File: src/rtl/sys_defs.sv
// Shared system definitions: dispatch width, branch-mask width and the b_mask type.
`ifndef N
`define N 2
`endif
`ifndef B_MASK_WIDTH
`define B_MASK_WIDTH 4
`endif

package sys_defs;
    typedef logic [`B_MASK_WIDTH-1:0] B_MASK;
endpackage

File: src/rtl/branch_age_matrix.sv
// Branch age matrix: row t holds the tags older than branch t; yields the squash set of a tag.
// Writes land one cycle after the request; the squash set is combinational from current state.
module branch_age_matrix #(
    parameter int W = `B_MASK_WIDTH
) (
    input  logic                clock,
    input  logic                reset,
    input  logic [W-1:0]        wr_en_i,
    input  logic [W-1:0][W-1:0] wr_row_i,
    input  logic [W-1:0]        clr_set_i,
    input  logic [W-1:0]        query_tag_i,
    output logic [W-1:0]        squash_set_o
);
    logic [W-1:0][W-1:0] older_q, older_d;

    // Retired tags vanish from every row and column; fresh rows never reference them.
    always_comb begin
        older_d = older_q;
        for (int r = 0; r < W; r++) begin
            if (clr_set_i[r])
                older_d[r] = '0;
            else if (wr_en_i[r])
                older_d[r] = wr_row_i[r] & ~clr_set_i;
            else
                older_d[r] = older_q[r] & ~clr_set_i;
        end
    end

    always_ff @(posedge clock or negedge reset) begin
        if (!reset)
            older_q <= '0;
        else
            older_q <= older_d;
    end

    always_comb begin
        squash_set_o = query_tag_i;
        for (int u = 0; u < W; u++)
            if (|(older_q[u] & query_tag_i))
                squash_set_o[u] = 1'b1;
    end
endmodule

File: src/rtl/psel_gen.sv
// Priority selector: grants the lowest-index set bit of the request vector.
// Purely combinational, no backpressure.
module psel_gen #(
    parameter int WIDTH = 4
) (
    input  logic [WIDTH-1:0] req_i,
    output logic [WIDTH-1:0] gnt_o
);
    // Two's-complement trick isolates the lowest set bit.
    assign gnt_o = req_i & (~req_i + WIDTH'(1));
endmodule

File: src/rtl/branch_tag_ctrl.sv
// Branch tag allocator: hands out one-hot tags to dispatching branches, tracks outstanding tags, broadcasts clears/squashes.
// Grants are combinational from cur_mask; clear/squash pulses follow a resolve by one cycle; a full pool throttles dispatch.
module branch_tag_ctrl
    import sys_defs::*;
#(
    parameter int N = `N,
    parameter int W = `B_MASK_WIDTH,
    localparam int CW = $clog2(N+1),
    localparam int FW = $clog2(W+1)
) (
    input  logic                clock,
    input  logic                reset,
    input  logic [N-1:0]        alloc_req,
    input  logic [CW-1:0]       inst_valid,
    input  logic                resolve_valid,
    input  logic [W-1:0]        resolve_tag,
    input  logic                resolve_mispredict,
    output logic [N-1:0]        alloc_gnt,
    output logic [N-1:0][W-1:0] alloc_tag,
    output logic [N-1:0][W-1:0] alloc_mask,
    output logic [CW-1:0]       dispatch_allowed,
    output logic [W-1:0]        cur_mask,
    output logic [FW-1:0]       num_free,
    output logic                clear_valid,
    output logic [W-1:0]        clear_tag,
    output logic                squash_valid,
    output logic [W-1:0]        squash_mask
);
    logic [W-1:0]        cur_mask_q, cur_mask_d;
    logic                clear_valid_q, squash_valid_q;
    logic [W-1:0]        clear_tag_q, squash_mask_q;
    logic                res_ok, kill;
    logic [N:0][W-1:0]   pool;
    logic [N-1:0][W-1:0] pick;
    logic [N-1:0]        wants, gnt_raw;
    logic [W-1:0]        granted, squash_set, kill_set;
    logic [W-1:0][W-1:0] new_row;

    assign res_ok = resolve_valid && $onehot(resolve_tag) && (|(resolve_tag & cur_mask_q));
    assign kill   = res_ok && resolve_mispredict;

    // Tags freed by a same-cycle resolve are not in the pool until cur_mask updates.
    assign pool[0] = ~cur_mask_q;

    for (genvar i = 0; i < N; i++) begin : g_slot
        psel_gen #(.WIDTH(W)) u_psel (
            .req_i (pool[i]),
            .gnt_o (pick[i])
        );
        assign wants[i]      = alloc_req[i] && (CW'(i) < inst_valid);
        assign gnt_raw[i]    = wants[i] && (|pick[i]);
        assign pool[i+1]     = gnt_raw[i] ? (pool[i] & ~pick[i]) : pool[i];
        assign alloc_mask[i] = ~pool[i];
        assign alloc_gnt[i]  = gnt_raw[i] && !kill;
        assign alloc_tag[i]  = alloc_gnt[i] ? pick[i] : '0;
    end

    assign granted = kill ? '0 : (pool[0] & ~pool[N]);

    // Lowest starved branch slot caps dispatch; a live mispredict blocks everything.
    always_comb begin
        dispatch_allowed = inst_valid;
        for (int i = N-1; i >= 0; i--)
            if (wants[i] && !gnt_raw[i])
                dispatch_allowed = CW'(i);
        if (kill)
            dispatch_allowed = '0;
    end

    always_comb begin
        new_row = '0;
        for (int t = 0; t < W; t++)
            for (int i = 0; i < N; i++)
                if (alloc_tag[i][t])
                    new_row[t] = alloc_mask[i];
    end

    branch_age_matrix #(.W(W)) u_age (
        .clock        (clock),
        .reset        (reset),
        .wr_en_i      (granted),
        .wr_row_i     (new_row),
        .clr_set_i    (kill_set),
        .query_tag_i  (resolve_tag),
        .squash_set_o (squash_set)
    );

    assign kill_set   = kill ? squash_set : (res_ok ? resolve_tag : '0);
    assign cur_mask_d = (cur_mask_q & ~kill_set) | granted;

    always_ff @(posedge clock or negedge reset) begin
        if (!reset) begin
            cur_mask_q     <= '0;
            clear_valid_q  <= 1'b0;
            clear_tag_q    <= '0;
            squash_valid_q <= 1'b0;
            squash_mask_q  <= '0;
        end else begin
            cur_mask_q     <= cur_mask_d;
            clear_valid_q  <= res_ok && !resolve_mispredict;
            clear_tag_q    <= (res_ok && !resolve_mispredict) ? resolve_tag : '0;
            squash_valid_q <= kill;
            squash_mask_q  <= kill ? squash_set : '0;
        end
    end

    assign cur_mask     = cur_mask_q;
    assign num_free     = FW'($countones(~cur_mask_q));
    assign clear_valid  = clear_valid_q;
    assign clear_tag    = clear_tag_q;
    assign squash_valid = squash_valid_q;
    assign squash_mask  = squash_mask_q;
endmodule

File: config.mk
export PLATFORM = sky130hd
export DESIGN_NAME = branch_tag_ctrl
export DESIGN_NICKNAME = d
export VERILOG_FILES = /design/src/rtl/sys_defs.sv /design/src/rtl/branch_age_matrix.sv /design/src/rtl/psel_gen.sv /design/src/rtl/branch_tag_ctrl.sv
export SDC_FILE = /design/constraint.sdc
export NUM_CORES = 1
export LEC_CHECK = 0
export ABC_AREA = 1
export CAP_MARGIN = 20
export CORE_ASPECT_RATIO = 1.25
export CORE_MARGIN = 10
export CORE_UTILIZATION = 30
export CTS_CLUSTER_DIAMETER = 100
export DETAILED_ROUTE_END_ITERATION = 8
export GPL_TIMING_DRIVEN = 1
export SETUP_SLACK_MARGIN = 0.4
export SKIP_CTS_REPAIR_TIMING = 1
export SLEW_MARGIN = 40
export SYNTH_ARGS = -nofsm -noshare
export SYNTH_HDL_FRONTEND = slang
export SYNTH_SLANG_ARGS = --single-unit
File: constraint.sdc
create_clock -name clock -period 3.2 [get_ports clock]
set_clock_uncertainty 0.15 [all_clocks]
set_input_delay 0.48 -clock clock [delete_from_list [all_inputs] [get_ports clock]]
set_output_delay 0.48 -clock clock [all_outputs]
set_load 0.005 [all_outputs]
After elaboration in Yosys (flattened, before gate mapping) --
Index checks and enable logic that the tools add are counted. W data, S select, Z words.
Cells by class: reductions and logical operators 23, add/sub/neg operators 8, multiplexer cells 32, bitwise operators 27, magnitude comparators 2, equality and inequality tests 1
Operators with widths (number):
- $mux W4 | 25
- $and A4 B4 Y4 | 19
- $not A4 Y4 | 7
- $reduce_or A4 Y1 | 7
- $logic_and A1 B1 Y1 | 12
- $add A1 B1 Y2 | 4
- $add A4 B1 Y4 const B | 2
- $add A2 B2 Y3 | 2
- $mux W2 | 3
- $logic_not A1 Y1 | 4
- $lt A1 B2 Y1 const A | 2
- $mux W1 | 4
- $or A4 B4 Y4 | 1
- $eq A3 B1 Y1 const B | 1
Storage, ports and cells: input bits 12, word-level logic and storage cells 102, bits in registers 30, output and inout bits 37

Logic depth before layout (Yosys ltp) --
word-level depth 18, mapped depth 17, depth with buffers taken out 17

Cells and area by module --
A second synthesis with hierarchy kept.
Unflattened totals: cells, all modules 331, area total of the unflattened synthesis 2034.5 um^2
Modules (own cells, without submodules):
- branch_tag_ctrl | times used 1, area an instance 1297.5 um^2, cells an instance 207
- branch_age_matrix | times used 1, area an instance 661.9 um^2, cells an instance 106
- psel_gen | times used 2, area an instance 37.5 um^2, cells an instance 9

Least setup slack after synthesis --
Ideal clock, no wire load.
path kind input -> output, start point in resolve_tag[0], end point out alloc_tag[4] in the netlist's numbering, slack 0.289 ns, cell stages on the path 14, data required time 2.570 ns, data arrival time 2.281 ns, path through inv_1 fa_1 inv_1 ha_1 ha_1 nor2_1 nand3_1 inv_1 nand2_1 nor2_4 inv_4 buf_6 nand4_2 inv_1
RTL lines:
- start: declaration | RTL line branch_tag_ctrl.sv:16 | input logic [W-1:0] resolve_tag,
- end: declaration | RTL line branch_tag_ctrl.sv:19 | output logic [N-1:0][W-1:0] alloc_tag,

==> metrics.yaml <==
logic_synthesis:
  avgSynthCellArea_um2: 7.445
  ys_seq_area_frac: 0.3641
  async_reset_ff_frac: 1.000
  synth.distinct_cells: 30
  yosysWarningCount: 0
  synthCells: 240
  ys_ff_latch: 26
  synth_area_mm2: 0.001787
  synth_nets: 261
  ys.flop_type: "dfrtp_1"
  synth-edff-count: 0
power:
  p_sw_w: 0.0008913
  swShare: 0.4250
  p_seq_frac: 0.245
  power.internal_w: 0.001206
  p_clk_frac: 0.129
  combPwrFrac: 0.626
  p_leak_nw: 1.652
  power_density_mw_per_mm2: 698.0
  ir_worst_vdd_mv: 0.4157
  finalPower_w: 0.002097
layout:
  n_antenna_cell: 0
  nNetsFinal: 357
  drive_above_1_share: 0.4000
  area_growth_pct: 68.14
  design_area_mm2: 0.003004
timing:
  finalHoldViolCount: 0
  setup_viol: 0
  timing.final.crit_share: 0.9955
  hold_slack_ns: 0.3782
  rsz0062_at_grt: "true"
  slew_headroom: 0.6454
  finalSetupTns_ns: 0
  finalWorstSetupSlack_ns: 0.01438
  worst_slew_pin_slew_ns: 0.5286
  min_period_ns: 3.186
  clock.fmax_ghz: 0.3139
  finalMaxSlewViolations: 0
drt:
  drc: 0
  dr.pass1.iters: 4
  drt_wl_total_um: 5777
  drt_iter0_drc: 119
  ant_nets: 0
  wl_per_cell_um: 14.41
  vias_per_cell: 4.688
  vias: 1880
worst_setup_path:
  r2r_end: "u_age.older_q[13]"
  rr_startpoint: "cur_mask[3]"
  cp.required_ns: 2.57
  r2r_cells: 13
  rrSetupSlack_ns: 0.88
  startpoint: "resolve_tag[1]"
  start_kind: "input pin"
  arrival_ns: 2.56
  critical_path_class: "input pin to primary output"
  cp_max_fo: 5
  crit_path_end_kind: "primary output"
global_route:
  grt_max_degree: 27
  grt_pass1_wl_um: 8562
  track_usage: 0.1118
  antenna_found_initial: 0
  overflow: 0
  grt_pass1_vias: 1824
min_path:
  min_path_type: "flop to flop"
  min_from: "u_age.older_q[13]"
  min_path_cells: 2
  holdPathEnd: "u_age.older_q[13]"
status:
  status: "complete, no violations"
die:
  start_util: 0.3092
  die_h_um: 106.3
  core_mm2: 0.005779
  die_width_um: 89.03
  placementRows: 31
  ios: 49
  die_area_mm2: 0.009462
cts:
  cts_inserted_buffers: 3
  path_clk_slew_ns: 0.09
  cts_num_sinks: 26
  cts_tree: "yes"
  clock_latency_ns: 0.27
  htree_levels: 1
  clockRootBuffer: "clkbuf_8"
  clk_path_buf_depth: 2
place:
  placed_cell_area_mm2: 0.002556
  io_buffers: 48
  post-dp-hpwl_um: 4370
  pre_cts_ws_ns: -0.7579
  place_congestion: 0.8530
run:
  maxCapViolations: 0
-- cells in the mapped netlist, types with 3 or more instances --
master	number	share of area
inv_1	44	0.092
nand3_2	5	0.028
buf_4	4	0.017
inv_2	4	0.0084
o21ai_0	12	0.034
nand2_1	45	0.095
nand2_4	3	0.019
nor2_1	38	0.080
a211oi_1	3	0.013
a21oi_1	4	0.011
ha_1	7	0.049
nand3_1	9	0.025
dfrtp_1	26	0.36
nor2_4	3	0.019
nand2_2	7	0.025
nand4_1	4	0.014
-- power by group through the flow --
| stage | combinational (W) | clock (W) | sequential, W |
|---|---|---|---|
| after floorplan | 0.000670 | 0 | 0.000505 |
| after global placement | 0.00116 | 0 | 0.000517 |
| after detailed placement | 0.00117 | 0 | 0.000520 |
| after CTS | 0.00118 | 0.000272 | 0.000515 |
| after global routing | 0.00146 | 0.000282 | 0.000523 |
| final | 0.00131 | 0.000271 | 0.000513 |
-- through the flow --
stage          instances  utilization
2_1_floorplan        240            -
3_3_place_gp         377       0.4423
3_5_place_dp         377       0.4423
4_1_cts              381       0.4546
5_1_grt              401       0.5198
6_report             401       0.5198
-- layout by cell type, fill, tap and decap left out, types with 3 or more instances in the layout --
cell type and instances:
inv_1 39, nand2_1 39, buf_4 34, nor2_1 31
clkdlybuf4s50_1 28, dfrtp_1 24, buf_6 16, nand2_2 11
nor2_4 9, nand3_1 8, dlymetal6s2s_1 8, inv_2 7
o21ai_2 7, nand3_2 5, nand2_4 5, o21ai_0 5
clkbuf_2 5, nand4_1 4, ha_1 4, buf_2 4
nor2_2 3, a211oi_1 3, clkbuf_8 3
-- metal layers --
layer / up-vias / routed length [um] / track usage
met3: 15 / 301 / 0.01757
met2: 51 / 3081 / 0.2137
li1: 927 / - / -
met4: 0 / 211 / 0.03645
met5: - / 0 / 0
met1: 887 / 2182 / 0.1185
-- cell families after synthesis --
| group | count (synthesis) | synth area share |
|---|---|---|
| buf+inv | 57 | 0.1380 |
| flops | 26 | 0.3641 |
| fa+ha+maj | 9 | 0.07143 |
| compound gates | 28 | 0.09944 |
| simple gates | 120 | 0.3270 |
-- registers in the layout, indices dropped and copies added, names as in the netlist --
register / cells
squash_valid: 1
clear_valid: 1
u_age.older_q: 12
squash_mask: 4
cur_mask: 4
clear_tag: 4
-- worst max-delay path: stages --
cell and delay (ns):
buf_8 0.08, inv_4 0.03, fa_1 0.53, inv_1 0.04
ha_2 0.17, ha_4 0.22, nor2_4 0.07, nand3_2 0.08
inv_2 0.06, nand2_2 0.05, nor2_4 0.15, clkinv_4 0.11
buf_4 0.15, nand2_4 0.08, buf_4 0.10, nor2_1 0.04
clkbuf_2 0.11
-- worst max-delay path by stage --
stage	slack (ns)	cells after the start	end
2_1_floorplan	0.40	14	alloc_tag[6]
3_3_place_gp	-0.70	15	alloc_tag[0]
3_5_place_dp	-0.76	15	alloc_tag[0]
4_1_cts	-0.77	15	alloc_tag[0]
5_1_grt	-0.10	17	dispatch_allowed[1]
6_report	0.01	17	alloc_tag[0]
-- cell type report --
class / instances / area [um2]
clock inverters: 1 / 30.03
fillers: 531 / 2775
repair buffers: 97 / 890.9
inverters: 51 / 206.4
clock buffers: 3 / 41.29
well taps: 66 / 82.58
flip-flops and latches: 26 / 653.1
multi-input cells: 157 / 1100
No activity file was read; power rests on OpenSTA's default activity.
